--- config.mk ---
export PLATFORM = sky130hd
export DESIGN_NAME = hdmi_vram_reader
export DESIGN_NICKNAME = d
export VERILOG_FILES = /design/src/rtl/hdmi_vram_reader.sv
export SDC_FILE = /design/constraint.sdc
export NUM_CORES = 1
export LEC_CHECK = 0
export ABC_AREA = 1
export ABC_CLOCK_PERIOD_IN_PS = 2700
export CORE_MARGIN = 2
export CORE_UTILIZATION = 35
export CTS_BUF_LIST = sky130_fd_sc_hd__clkbuf_16
export DETAILED_ROUTE_END_ITERATION = 7
export GPL_ROUTABILITY_DRIVEN = 0
export PLACE_DENSITY = 0.59
export SLEW_MARGIN = 30
export SYNTH_ARGS = -nofsm -noshare
export SYNTH_HDL_FRONTEND = slang
export SYNTH_SLANG_ARGS = --single-unit
--- constraint.sdc ---
create_clock -name clk -period 2.7 [get_ports clk]
set_input_delay 0.405 -clock clk [delete_from_list [all_inputs] [get_ports clk]]
set_output_delay 0.405 -clock clk [all_outputs]
set_load 0.02 [all_outputs]
--- src/rtl/hdmi_vram_reader.sv ---
// ============================================================================
// hdmi_vram_reader: quarter-resolution VRAM fetch with 4x4 pixel replication,
// RGB332 -> RGB888 expansion and timing strobes delayed to match the data.
// Revision: 1.0
// ============================================================================
`default_nettype none

module hdmi_vram_reader #(
  parameter int H_ACTIVE = 1280,
  parameter int V_ACTIVE = 720,
  parameter int ADDR_W   = 16
) (
  input  logic              clk,
  input  logic              rst,
  input  logic              de_in,
  input  logic              hsync_in,
  input  logic              vsync_in,
  output logic [ADDR_W-1:0] vram_addr,
  output logic              vram_re,
  input  logic [7:0]        vram_rdata,
  output logic [23:0]       rgb_out,
  output logic              de_out,
  output logic              hsync_out,
  output logic              vsync_out,
  output logic              fmt_err
);

  localparam int C_XCELLS = H_ACTIVE / 4;
  localparam int C_YCELLS = V_ACTIVE / 4;
  localparam int C_XW     = (C_XCELLS > 1) ? $clog2(C_XCELLS) : 1;
  localparam int C_YW     = (C_YCELLS > 1) ? $clog2(C_YCELLS) : 1;
  localparam logic [C_XW-1:0]   C_XMAX = C_XW'(C_XCELLS - 1);
  localparam logic [C_YW-1:0]   C_YMAX = C_YW'(C_YCELLS - 1);
  localparam logic [ADDR_W-1:0] C_ROW  = ADDR_W'(C_XCELLS);

  logic [1:0]        r_x_sub;
  logic [C_XW-1:0]   r_x_cell;
  logic [1:0]        r_y_sub;
  logic [C_YW-1:0]   r_y_cell;
  logic [ADDR_W-1:0] r_line_base;
  logic              r_de_d;
  logic              r_hs_d;
  logic              r_vs_d;

  logic w_frame_start;
  logic w_line_end;

  // First delay stage doubles as the de/vsync edge-detector history.
  assign w_frame_start = vsync_in & ~r_vs_d;
  assign w_line_end    = ~de_in & r_de_d;

  assign vram_addr = r_line_base + ADDR_W'(r_x_cell);
  assign vram_re   = de_in;

  always_ff @(posedge clk) begin
    if (rst) begin
      r_x_sub     <= 2'd0;
      r_x_cell    <= '0;
      r_y_sub     <= 2'd0;
      r_y_cell    <= '0;
      r_line_base <= '0;
      fmt_err     <= 1'b0;
    end else if (w_frame_start) begin
      r_x_sub     <= 2'd0;
      r_x_cell    <= '0;
      r_y_sub     <= 2'd0;
      r_y_cell    <= '0;
      r_line_base <= '0;
      fmt_err     <= 1'b0;
    end else if (de_in) begin
      r_x_sub <= r_x_sub + 2'd1;
      if (r_x_sub == 2'd3) begin
        if (r_x_cell == C_XMAX) begin
          fmt_err <= 1'b1;
        end else begin
          r_x_cell <= r_x_cell + 1'b1;
        end
      end
    end else if (w_line_end) begin
      r_x_sub  <= 2'd0;
      r_x_cell <= '0;
      r_y_sub  <= r_y_sub + 2'd1;
      if (r_y_sub == 2'd3) begin
        if (r_y_cell == C_YMAX) begin
          fmt_err <= 1'b1;
        end else begin
          r_y_cell    <= r_y_cell + 1'b1;
          r_line_base <= r_line_base + C_ROW;
        end
      end
    end
  end

  always_ff @(posedge clk) begin
    if (rst) begin
      r_de_d    <= 1'b0;
      r_hs_d    <= 1'b0;
      r_vs_d    <= 1'b0;
      de_out    <= 1'b0;
      hsync_out <= 1'b0;
      vsync_out <= 1'b0;
      rgb_out   <= 24'h0;
    end else begin
      r_de_d    <= de_in;
      r_hs_d    <= hsync_in;
      r_vs_d    <= vsync_in;
      de_out    <= r_de_d;
      hsync_out <= r_hs_d;
      vsync_out <= r_vs_d;
      // Bit replication maps full-scale 3/2-bit fields onto full-scale 8-bit.
      if (r_de_d) begin
        rgb_out <= {vram_rdata[7:5], vram_rdata[7:5], vram_rdata[7:6],
                    vram_rdata[4:2], vram_rdata[4:2], vram_rdata[4:3],
                    {4{vram_rdata[1:0]}}};
      end else begin
        rgb_out <= 24'h0;
      end
    end
  end

endmodule

`default_nettype wire

After elaboration in Yosys (flattened, before gate mapping):

Cells that the tools add are included.

* equal/unequal tests: 7
* add/subtract/negate cells: 6
* bitwise gates (word level): 6
* reductions and logical operators: 9
* multiplexer cells: 12

Operators by type and width (number)
* 2-to-1 mux 9 bit: 4
* adder 16 x 9 -> 16 bit: 1
* adder 16 x 9 -> 16 bit, second input constant: 1
* adder 9 x 1 -> 9 bit, second input constant: 1
* equality test 9 bit, second input constant: 1
* adder 8 x 1 -> 8 bit, second input constant: 1
* equality test 8 bit, second input constant: 1
* 2-to-1 mux 1 bit: 6
* nonzero test 2 bit: 3
* AND reduction 5 bit: 1
* adder 2 x 1 -> 2 bit, second input constant: 2
* equality test 2 bit, second input constant: 2
* 2-to-1 mux 2 bit: 2
* inequality test 2 x 1 -> 1 bit, second input constant: 2
* inverter 1 bit: 4
* AND reduction 4 bit: 1
* OR reduction 2 bit: 2
* AND reduction 3 bit: 1
* AND 1 bit: 2
* inequality test 2 bit, second input constant: 1
* AND reduction 2 bit: 1

* flip-flop bits (word level): 68
* input port bits: 13
* logic and storage cells: 53

Logic depth before layout (Yosys ltp):

Gate-level depths: netlist of the first run.

* depth in word-level cells: 5
* mapped depth: 10

Worst setup path after synthesis of the first run:

OpenSTA, ideal clock, no wires.

* kind: flip-flop to output port
* start point: register r_x_cell[6]
* end point: output vram_addr[14]
* stages on the path, launching flop included: 8
* data required time: 2.295 ns
* slack: 0.490 ns
* data arrival time: 1.805 ns
* cells stage by stage: dfxtp_1 -> ha_1 -> inv_1 -> fa_1 -> nor2_1 -> o21ai_0 -> nor3_1 -> xor2_1

* word-level cells in the longest chain between the ends: 1

Ends and longest elaborated chain
* start: declaration: line 37 `logic [C_XW-1:0] r_x_cell;`
* start signal: assignment: line 76 `r_x_cell <= r_x_cell + 1'b1;`
* adder 16 x 9 -> 16 bit: line 52 `assign vram_addr = r_line_base + ADDR_W'(r_x_cell);`
* end: declaration: line 18 `output logic [ADDR_W-1:0] vram_addr,`

No other way between the ends.

Final worst setup path of the first run:

* start point: register r_x_cell[8]
* end point: output vram_addr[13]

Same word-level chain as after synthesis.

==> flow_summary.toml, run 1 <==
[logic_synthesis]
ys_seq_area_share_pct = 36.76
ys_types = 33
syn_area_per_cell_um2 = 7.389
netlist_area_um2 = 2505
synthCells = 339
synth_edf_count = 0
synthArstFlopShare_pct = 0
synth_ff_type = "dfxtp_1"
synth-seq-cells = 46
syn_nets = 361
yosysWarnings = 0

[routing]
wl_per_cell_um = 10.57
drtPass1Iterations = 4
routed_wl_mm = 5.061
vias = 2119
drtIter0Drc = 69
route.detailed.drc = 0
postRouteAntennaNets = 0
via_per_inst = 4.424

[final_layout]
diodes = 0
nets = 404
final_util_pct = 46.12
area_growth_pct = 26.47
design_area_um2 = 3168
post_route_cells_drive_above_1_share_pct = 10.18
final_common_cell = "nand2_1"
layout_common_cells = "nand2_1, inv_1, clkdlybuf4s50_1"

[setup_path]
start_kind = "flip-flop"
required_ns = 2.30
path_class = "flip-flop to primary output"
path_max_fanout = 4
worstPathArrival_ns = 2.15
endpoint_kind = "primary output"

[global_route]
gr-usage-met2_pct = 22.01
overflow = 0
grt_pass1_vias = 1891
grt_pass1_wl_mm = 8.342
grt_use_total_pct = 13.46
antenna_found_initial = 0
grt_max_degree = 19
grtUsageMet3_pct = 3.358
busiest_layer = "met2"
use_met1_pct = 17.72

[die]
core-area_um2 = 6869
die_h_um = 88.60
die_x_um = 88.60
die-area_um2 = 7850
pin_count = 58
rows = 30
initial_core_util_pct = 36.47

[cts]
clockRootBuffer = "clkbuf_16"
cts_tree = "built"
clock_latency_ns = 0.28
hold_buffers = 0
cts_buffers = 5
clkTransAtPathRegs_ns = 0.06
clk_path_buf_depth = 2
cts.sinks = 46
post_cts_buffers = 0
htreeDepth = 2

[power_and_ir_drop]
p_sw_share_pct = 22.87
seqPwrFrac_pct = 49.6
peakVddDrop_uv = 251.2
leakagePower_nw = 1.317
comb_power_share_pct = 7.7
intPower_mw = 1.080
power-per-cell-area_nw_per_um2 = 442.1
clkPwrFrac_pct = 42.8
power.total_mw = 1.401
switchingPower_mw = 0.3203

[status]
status = "completed"

[place]
placed_area_um2 = 3035
hpwl_mm = 3.873
pre_cts_ws_ns = 0.07186
port_buffers = 57

[timing]
grt_setup_unrepaired = "false"
worst_slack_ns = 0.1466
skew_ns = 0.005775
fin_setup_tns_ns = 0
fmax_ghz = 0.3916
hold_viol = 0
timing.final.crit_share_pct = 94.57
relSlewSlack_pct = 67.27
period_needed_ns = 2.553
setup-violations-final = 0
tightest_slew_ns = 0.4904
final_max_slew_viol_count = 0

[hold_path]
hp-class = "flip-flop to flip-flop"

[run]
cap_violations = 0
[power groups by stage]
stage / sequential [mW] / combinational (mW) / clock (mW)
floorplan: 0.716 / 0.0580 / 0
detailed placement: 0.710 / 0.108 / 0
global placement: 0.709 / 0.108 / 0
global route: 0.695 / 0.117 / 0.647
CTS: 0.694 / 0.109 / 0.619
finish: 0.694 / 0.108 / 0.599
[sequential cells by signal, summed over array words and instances (netlist names)]
register	count
de_out	1
r_y_sub	2
r_x_sub	2
r_x_cell	9
r_vs_d	1
rgb_out	8
r_y_cell	8
r_line_base	10
hsync_out	1
r_hs_d	1
fmt_err	1
r_de_d	1
vsync_out	1
[Yosys cell counts, types with 4 or more instances]
master / instances / share of area [%]
nand2_1: 64 / 9.6
inv_1: 52 / 7.8
o21ai_0: 12 / 2.4
buf_4: 23 / 6.9
nand3_1: 14 / 2.8
a21oi_2: 4 / 1.4
a21oi_1: 17 / 3.4
dfxtp_1: 46 / 37
ha_1: 8 / 4.0
xor2_1: 11 / 3.8
xnor2_1: 4 / 1.4
nor3_1: 7 / 1.4
nor2_1: 42 / 6.3
o21ai_1: 4 / 0.80
[path summary, 6_finish.rpt]
check / depth (start not counted) / slack (ns) / start / endpoint
min: 2 / 0.41 / r_hs_d / hsync_out
max: 6 / 0.15 / r_x_cell[8] / vram_addr[13]
max reg2reg: 8 / 1.15 / r_line_base[6] / r_line_base[14]
min reg2reg: 2 / 0.41 / r_hs_d / hsync_out
[per-stage QoR]
step | hold slack (ns) | instances
2_1_floorplan | 0.3883 | 339
3_3_place_gp | 0.3912 | 471
3_5_place_dp | 0.4061 | 471
4_1_cts | 0.4202 | 479
5_1_grt | 0.4266 | 479
6_report | 0.4133 | 479
[cells by family after synthesis]
logic type | count (synthesis) | share of synthesized area, %
buffers and inverters | 82 | 16.73
and+or+nand+nor | 148 | 27.82
AOI/OAI and AO/OA | 39 | 8.641
DFF | 46 | 36.76
xor gates and xnor gates | 15 | 5.245
adders and majority gates | 9 | 4.795
[critical path, cell delays in order, from the launching register on]
cell and delay [ns]:
dfxtp_1 0.35, ha_1 0.37, a21oi_1 0.15, nand2_1 0.12
nand2_1 0.10, xor2_1 0.16, clkdlybuf4s50_1 0.62
[area by class of cell]
class	count	area [µm²]
clock buffers	5	125.1
clock inverters	3	21.27
fillers	695	3701
inverters	55	214.0
multi-input cells	211	1165
flip-flops and latches	46	920.9
well taps	96	120.1
repair buffers	63	601.8
[metal layers]
layer	part of all wire [%]	vias to the layer above
met4	0.95	0
met5	0	-
met3	5.4	5
li1	-	1119
met1	50	944
met2	44	51
[what timing repair did]
| item | CTS | global route |
|---|---|---|
| resized for setup | 4 | 8 |
| endpoints found under the setup margin | 4 | 4 |
| endpoints found under the hold margin | 0 | 0 |
| pin swaps | 0 | 1 |
(Power assumes the default switching activity.)
==> run 2, diff against run 1 <==
--- a/config.mk
+++ b/config.mk
@@ -7,12 +7,15 @@
 export LEC_CHECK = 0
 export ABC_AREA = 1
 export ABC_CLOCK_PERIOD_IN_PS = 2700
+export CELL_PAD_IN_SITES_DETAIL_PLACEMENT = 1
+export CELL_PAD_IN_SITES_GLOBAL_PLACEMENT = 1
 export CORE_MARGIN = 2
 export CORE_UTILIZATION = 35
 export CTS_BUF_LIST = sky130_fd_sc_hd__clkbuf_16
 export DETAILED_ROUTE_END_ITERATION = 7
+export DONT_BUFFER_PORTS = 1
 export GPL_ROUTABILITY_DRIVEN = 0
-export PLACE_DENSITY = 0.59
+export PLACE_DENSITY = 0.64
 export SLEW_MARGIN = 30
 export SYNTH_ARGS = -nofsm -noshare
 export SYNTH_HDL_FRONTEND = slang
==> run 2 against run 1 <==
Effect of this change: via count decreased by 8.9%; sequential share of layout area rose by 6.4 points; maximum frequency is 2.6% higher; first-iteration DRC count decreased by 29%; setup slack improved by 0.064 ns; wire length up 7.5%; non-clock buffer count fell by 60; die area stayed put; critical path depth grew 2; clock skew shrank 0.0017 ns; design area down 18%; sequential cell count stayed put; critical endpoint is now vram_addr[14].
==> flow_summary.toml, run 2 (synthesized netlist as in run 1, its figures left out) <==
[global_route]
use_met1_pct = 19.45
antenna_found_initial = 0
grt_use_total_pct = 15.31
grtUsageMet3_pct = 3.265
overflow = 0
gr-usage-met2_pct = 26.45
grt_pass1_wl_mm = 9.390
grt_max_degree = 19
busiest_layer = "met2"
grt_pass1_vias = 1918

[routing]
via_per_inst = 4.606
drtIter0Drc = 49
postRouteAntennaNets = 0
wl_per_cell_um = 12.98
routed_wl_mm = 5.440
drtPass1Iterations = 4
route.detailed.drc = 0
vias = 1930

[die]
core-area_um2 = 6869
pin_count = 58
initial_core_util_pct = 36.47
die-area_um2 = 7850
die_h_um = 88.60
die_x_um = 88.60
rows = 30

[setup_path]
path_class = "flip-flop to primary output"
critPathLaunch = "r_x_cell[6]"
path_max_fanout = 7
ff2ff_path_depth = 10
rr_startpoint = "r_x_cell[1]"
worstPathArrival_ns = 2.08
slowest_stage = "fa_1"
rrSetupSlack_ns = 1.00
cpPeakStageDelay_ns = 0.40
start_kind = "flip-flop"
r2r-end = "r_x_cell[6]"
crit_chain = "ha_1 -> inv_1 -> fa_1 -> nor2_1 -> o21ai_1 -> nor3_2 -> xor2_1 -> buf_4"
required_ns = 2.30
setup.worst_path.end = "vram_addr[14]"
endpoint_kind = "primary output"

[run]
cap_violations = 0

[timing]
fin_setup_tns_ns = 0
relSlewSlack_pct = 49.92
timing.final.crit_share_pct = 92.19
grt_setup_unrepaired = "false"
hold_viol = 0
skew_ns = 0.004029
period_needed_ns = 2.489
tightest_slew_ns = 0.7501
worst_slack_ns = 0.2110
timing.hold.ws_ns = 0.1790
final_max_slew_viol_count = 0
fmax_ghz = 0.4018
setup-violations-final = 0

[cts]
clkTransAtPathRegs_ns = 0.07
cts.sinks = 46
htreeDepth = 2
clock_latency_ns = 0.29
clockRootBuffer = "clkbuf_16"
cts_buffers = 5
clk_path_buf_depth = 2
hold_buffers = 0
cts_tree = "built"

[final_layout]
largest_reg_flops = 10
fillCellCount = 872
layout_common_cells = "nand2_1, inv_1, dfxtp_1"
post_route_cells_drive_above_1_share_pct = 11.15
area_growth_pct = 3.796
nets = 344
top_register = "r_line_base"
final_common_cell = "nand2_1"
top_regs = "r_line_base (10), r_x_cell (9)"
stdcell_count = 419
diodes = 0

[power_and_ir_drop]
peakVddDrop_uv = 230.3
power-per-cell-area_nw_per_um2 = 531.4
leakagePower_nw = 1.075

[place]
pre_cts_ws_ns = 0.3286
hpwl_mm = 4.091
dp.cells = 411
port_buffers = 0

[hold_path]
hp-class = "input port to flip-flop"

[status]
status = "completed"
## run 2: where the power goes
part	total (mW)	switching, mW	internal (mW)
combinational	0.0471	0.0330	0.0141
clock	0.625	0.277	0.348
sequential	0.709	0.0215	0.688
total	1.38	0.332	1.05
## run 2: worst min-delay path by stage
stage                start        end  cells after the start
floorplan           r_hs_d  hsync_out                      2
finish                 rst     r_hs_d                      1
CTS                    rst  vsync_out                      1
detailed placement  r_hs_d  hsync_out                      2
global placement    r_hs_d  hsync_out                      2
global route           rst  vsync_out                      1
## run 2: area by class of cell
cell class                      instances  area, µm²  share of cell area [%]
Clock inverter                          3      25.02                  0.9625
Timing Repair Buffer                    3      22.52                  0.8662
Multi-Input combinational cell        211       1170                   45.00
Tap cell                               96      120.1                   4.620
Clock buffer                            5      125.1                   4.812
Sequential cell                        46      923.4                   35.51
Inverter                               55      214.0                   8.229
## run 2: metrics by stage
stage | total power, mW | utilization (%) | area [µm²]
finish | 1.382 | 37.85 | 2600
global route | 1.442 | 37.85 | 2600
CTS | 1.406 | 37.76 | 2594
detailed placement | 0.7734 | 35.56 | 2442
global placement | 0.7726 | 35.56 | 2442
floorplan | 0.7737 | - | 2505
## run 2: what timing repair did
action / 4_1_cts / 5_1_grt
gates resized for setup: 2 / 2
buffers inserted: 0 / 0
endpoints found under the setup margin: 1 / 1
endpoints found under the hold margin: 0 / 0
pin swaps: 1 / 1
## run 2: per-layer routing
| layer | part of all wire [%] | wire length, µm |
|---|---|---|
| met2 | 49 | 2687 |
| met1 | 47 | 2545 |
| met3 | 2.8 | 154 |
| met4 | 0.97 | 53 |
| met5 | 0 | 0 |
## run 2: worst max-delay path: cells and delay by family, from the launching register on
kind	cells	cell delay (ns)
AO/OA/AOI/OAI	1	0.14
flip-flops	1	0.39
XOR/XNOR	1	0.17
buffers and inverters	2	0.22
adder cells (fa/ha/maj)	2	0.59
AND/OR/NAND/NOR	2	0.29
==> RTL change 1: new RTL, settings of run 1 <==
Reset style: asynchronous (`rst`), changed in 2 clocked blocks.
--- a/src/rtl/hdmi_vram_reader.sv
+++ b/src/rtl/hdmi_vram_reader.sv
@@ -53,5 +53,5 @@
   assign vram_re   = de_in;
 
-  always_ff @(posedge clk) begin
+  always_ff @(posedge clk or posedge rst) begin
     if (rst) begin
       r_x_sub     <= 2'd0;
@@ -92,5 +92,5 @@
   end
 
-  always_ff @(posedge clk) begin
+  always_ff @(posedge clk or posedge rst) begin
     if (rst) begin
       r_de_d    <= 1'b0;
Check against the original RTL: differs if rst is asserted again (counterexample within 4 cycles, from zero or initial values and one cycle with rst high); with rst held inactive, the same outputs for 10 cycles.
==> RTL change 1 against run 1 <==
Setup slack improved by 50 ps; critical path type unchanged; synthesized cell count rose by 5.0%; wire length rose by 14%; design area increased by 8.2%; sequential cell count stayed put; cell count rose by 3.8%; critical path depth rose by 4; area after synthesis increased by 9.0%; via count rose by 7.9%.
Power is not compared: it rests on default switching activity, and its combinational part moved more than twofold at a synthesized area within 25%.
==> RTL change 1: results (changes against run 1) <==
Post-synth top flop dfrtp_1 (was dfxtp_1); Worst Reg-to-Reg Cells 9 (was 8); Worst R2R End r_line_base[15] (was r_line_base[14]); hold endpoint hsync_out (unchanged); outcome complete, no violations (unchanged); WL final 5750 um (was 5060 um); Reg2Reg Launch Point r_y_cell[1] (was r_line_base[6]); reg-to-reg setup timing slack 1020 ps (was 1150 ps); DR vias 2286 (was 2119); syn_area_per_cell 7.67 um^2 (was 7.39 um^2); fin nets 415 (was 404); Setup WS pre-CTS 177 ps (was 71.9 ps); Worst Skew 5.87 ps (was 5.78 ps); vias in the first global route 2130 (was 1891); Worst Max-Slew Pin Slew 457 ps (was 490 ps); Hold Path Cell Cnt 0 (was 2); DRT met1 WL 2700 um (was 2520 um); ys async rst share 1.00 (was 0); syn_nets 377 (was 361); first-pass GRT wire length 9640 um (was 8340 um); Fin Hold WS 350 ps (was 413 ps); most instantiated cells after synthesis 95 x nand2_1, 50 x inv_1, 46 x dfrtp_1 (was 64 x nand2_1, 52 x inv_1, 46 x dfxtp_1); layout cells sized above 1 0.0785 (was 0.102); placed cell count 489 (was 471); slowest stage cell, crit path dfrtp_1 (was clkdlybuf4s50_1); CP startpoint r_x_cell[7] (was r_x_cell[8]); Seq/Total Area, Yosys 0.421 (was 0.368); cts repair resizes 3 (was 4); met3 WL post-DR 208 um (was 272 um)
[RTL change 1: cell type report]
| cell class | instances | share of cell area |
|---|---|---|
| multi-input combinational | 227 | 0.342 |
| sequential | 46 | 0.336 |
| timing repair buffer | 61 | 0.178 |
| inverter | 53 | 0.0588 |
| tap | 102 | 0.0372 |
| clock buffer | 5 | 0.0365 |
| clock inverter | 3 | 0.0117 |
[RTL change 1: power by group]
group	internal (mW)	switching (mW)
combinational	0.107	0.139
clock	0.433	0.248
sequential	0.723	0.0279
total	1.26	0.415
[RTL change 1: per-stage QoR]
stage	total power [mW]	utilization	instance area (um^2)
6_report	1.68	0.448	3430
5_1_grt	1.76	0.448	3430
4_1_cts	1.71	0.446	3410
3_5_place_dp	1.01	0.425	3250
3_3_place_gp	1.01	0.425	3250
2_1_floorplan	0.923	-	2730
[RTL change 1: cells by family after synthesis]
logic type	after synthesis	share of synthesized area
fa+ha+maj	8	0.0366
xor+xnor	8	0.0257
buf+inv	83	0.152
compound gates	35	0.0751
simple gates	176	0.290
flops	46	0.421
==> RTL change 2: new RTL, flow settings as in run 1 <==
Made on the original files. The parameter `H_ACTIVE` goes from 1280 to 640.
--- a/src/rtl/hdmi_vram_reader.sv
+++ b/src/rtl/hdmi_vram_reader.sv
@@ -7,5 +7,5 @@
 
 module hdmi_vram_reader #(
-  parameter int H_ACTIVE = 1280,
+  parameter int H_ACTIVE = 640,
   parameter int V_ACTIVE = 720,
   parameter int ADDR_W   = 16
Behaviour: not the same (Yosys sat finds a counterexample within 10 cycles, from zero or initial values and one cycle with rst high).
==> RTL change 2 against run 1 <==
Utilization down 0.77 points; wire length up 9.5%; hold slack got worse by 10 ps; sequential cell count stayed put; die area increased by 3.4%; first-iteration DRC count is 5.8% lower; total power increased by 0.29%; sequential power about the same; design area up 3.3%; area after synthesis up 3.5%; largest cell class unchanged; largest power group unchanged; highest routed layer unchanged; setup slack worse by 6.6 ps.
==> RTL change 2: results (changes against run 1) <==
Post-synth top flop dfxtp_1 (unchanged); WL final 5540 um (was 5060 um); clock buffer depth 2 (unchanged); Worst Hold Class register to register (unchanged); H-tree Lvls 2 (unchanged); diode count 0 (unchanged); pin count of the biggest net entering global routing 21 (was 19); Unique masters post-synth 25 (was 33); static leakage 1.36 nW (was 1.32 nW); Seq/Total Area, Yosys 0.355 (was 0.368); drt pass-1 iters 4 (unchanged); first-pass GRT wire length 9480 um (was 8340 um); outcome complete, no violations (unchanged); Worst Skew 3.53 ps (was 5.78 ps); ys async rst share 0 (unchanged); overall routing resource usage 0.137 (was 0.135); I/O Buffers 57 (unchanged); most instantiated cells after synthesis 86 x nand2_1, 62 x inv_1, 56 x nor2_1 (was 64 x nand2_1, 52 x inv_1, 46 x dfxtp_1); Clk pin slew, worst setup/hold paths 60 ps (about the same); cts bufs inserted 5 (unchanged); Critical Path Max Stage Delay 610 ps; slowest stage cell, crit path clkdlybuf4s50_1 (unchanged); Area contributors post-synth dfxtp_1 36%, nand2_1 12%, inv_1 9.0%, nor2_1 8.1%, buf_4 6.4% (was dfxtp_1 37%, nand2_1 9.6%, inv_1 7.8%, buf_4 6.9%, nor2_1 6.3%); max reg flops 11 (was 10); largest register by flop count r_line_base (unchanged); DPL Wire Length 4160 um (was 3870 um); layout cells sized above 1 0.0703 (was 0.102); fin nets 448 (was 404); warnings from Yosys 0 (unchanged); Slew Limit Headroom 0.533 (was 0.673); DR vias 2299 (was 2119); vias in the first global route 2128 (was 1891); Final Hold Viols 0 (unchanged); antenna violations before repair 0 (unchanged); Worst path top cell family by delay buffers and inverters (unchanged); VDD IR-drop max 0.263 mV (was 0.251 mV); CP max FO 4 (unchanged); Initial DRC Count 65 (was 69); Skew-Pair Late Insertion Delay 280 ps (about the same); syn_nets 403 (was 361); Root Driver clkbuf_16 (unchanged)
[RTL change 2: tightest hold or removal path: stages (launching register included)]
cell and delay, ps:
dfxtp_1 300, inv_1 40, nor2_1 30
[RTL change 2: kinds of logic after synthesis]
group                      count (synthesis)  share of synthesized area
DFF                                       46                      0.355
buffers and inverters                     94                      0.181
xor gates and xnor gates                  12                     0.0405
AOI/OAI and AO/OA                         36                     0.0695
adders and majority gates                  9                     0.0463
and+or+nand+nor                          184                      0.307
[RTL change 2: power breakdown]
part | internal [mW] | switching, mW
sequential | 0.689 | 0.00661
combinational | 0.0542 | 0.0671
clock | 0.338 | 0.250
[RTL change 2: repair_timing]
item,CTS,global route
buffers inserted,0,0
setup endpoints to repair,4,4
gates resized for setup,7,9
gates cloned,0,0
[RTL change 2: path summary, 6_finish.rpt]
check	slack, ps	startpoint	end	depth (start not counted)
worst max-delay path	140	r_x_cell[7]	vram_addr[14]	6
worst min-delay path	400	r_hs_d	hsync_out	2
worst max register to register	1000	r_y_cell[0]	r_y_cell[5]	8
worst min register to register	400	r_hs_d	hsync_out	2
[RTL change 2: per-stage QoR]
stage                     cells  cell area, um^2  setup WS, ps  setup TNS, ps   util
after detailed placement    518             3150         -60.2          -65.6  0.436
after global placement      518             3150         -59.9          -76.7  0.436
after floorplan             381             2590           363              0      -
after CTS                   526             3290         -78.7          -78.7  0.456
final                       526             3270           140              0  0.454
after global routing        526             3270          1.61              0  0.454
[RTL change 2: metal layers]
metal  GRT usage  share of wire  wire length, um  vias to the layer above
li1            -              -                -                     1240
met1       0.170           0.47             2600                     1015
met2       0.247           0.49             2690                       42
met3      0.0260          0.039              214                        2
met4      0.0308         0.0060               33                        0
met5           0              0                0                        -
[RTL change 2: area by class of cell]
class                           count  area (um^2)
Clock inverter                      3         16.3
Fill cell                         745         3940
Multi-Input combinational cell    241         1200
Tap cell                           99          124
Timing Repair Buffer               68          633
Clock buffer                        5          125
Inverter                           64          248
Sequential cell                    46          921
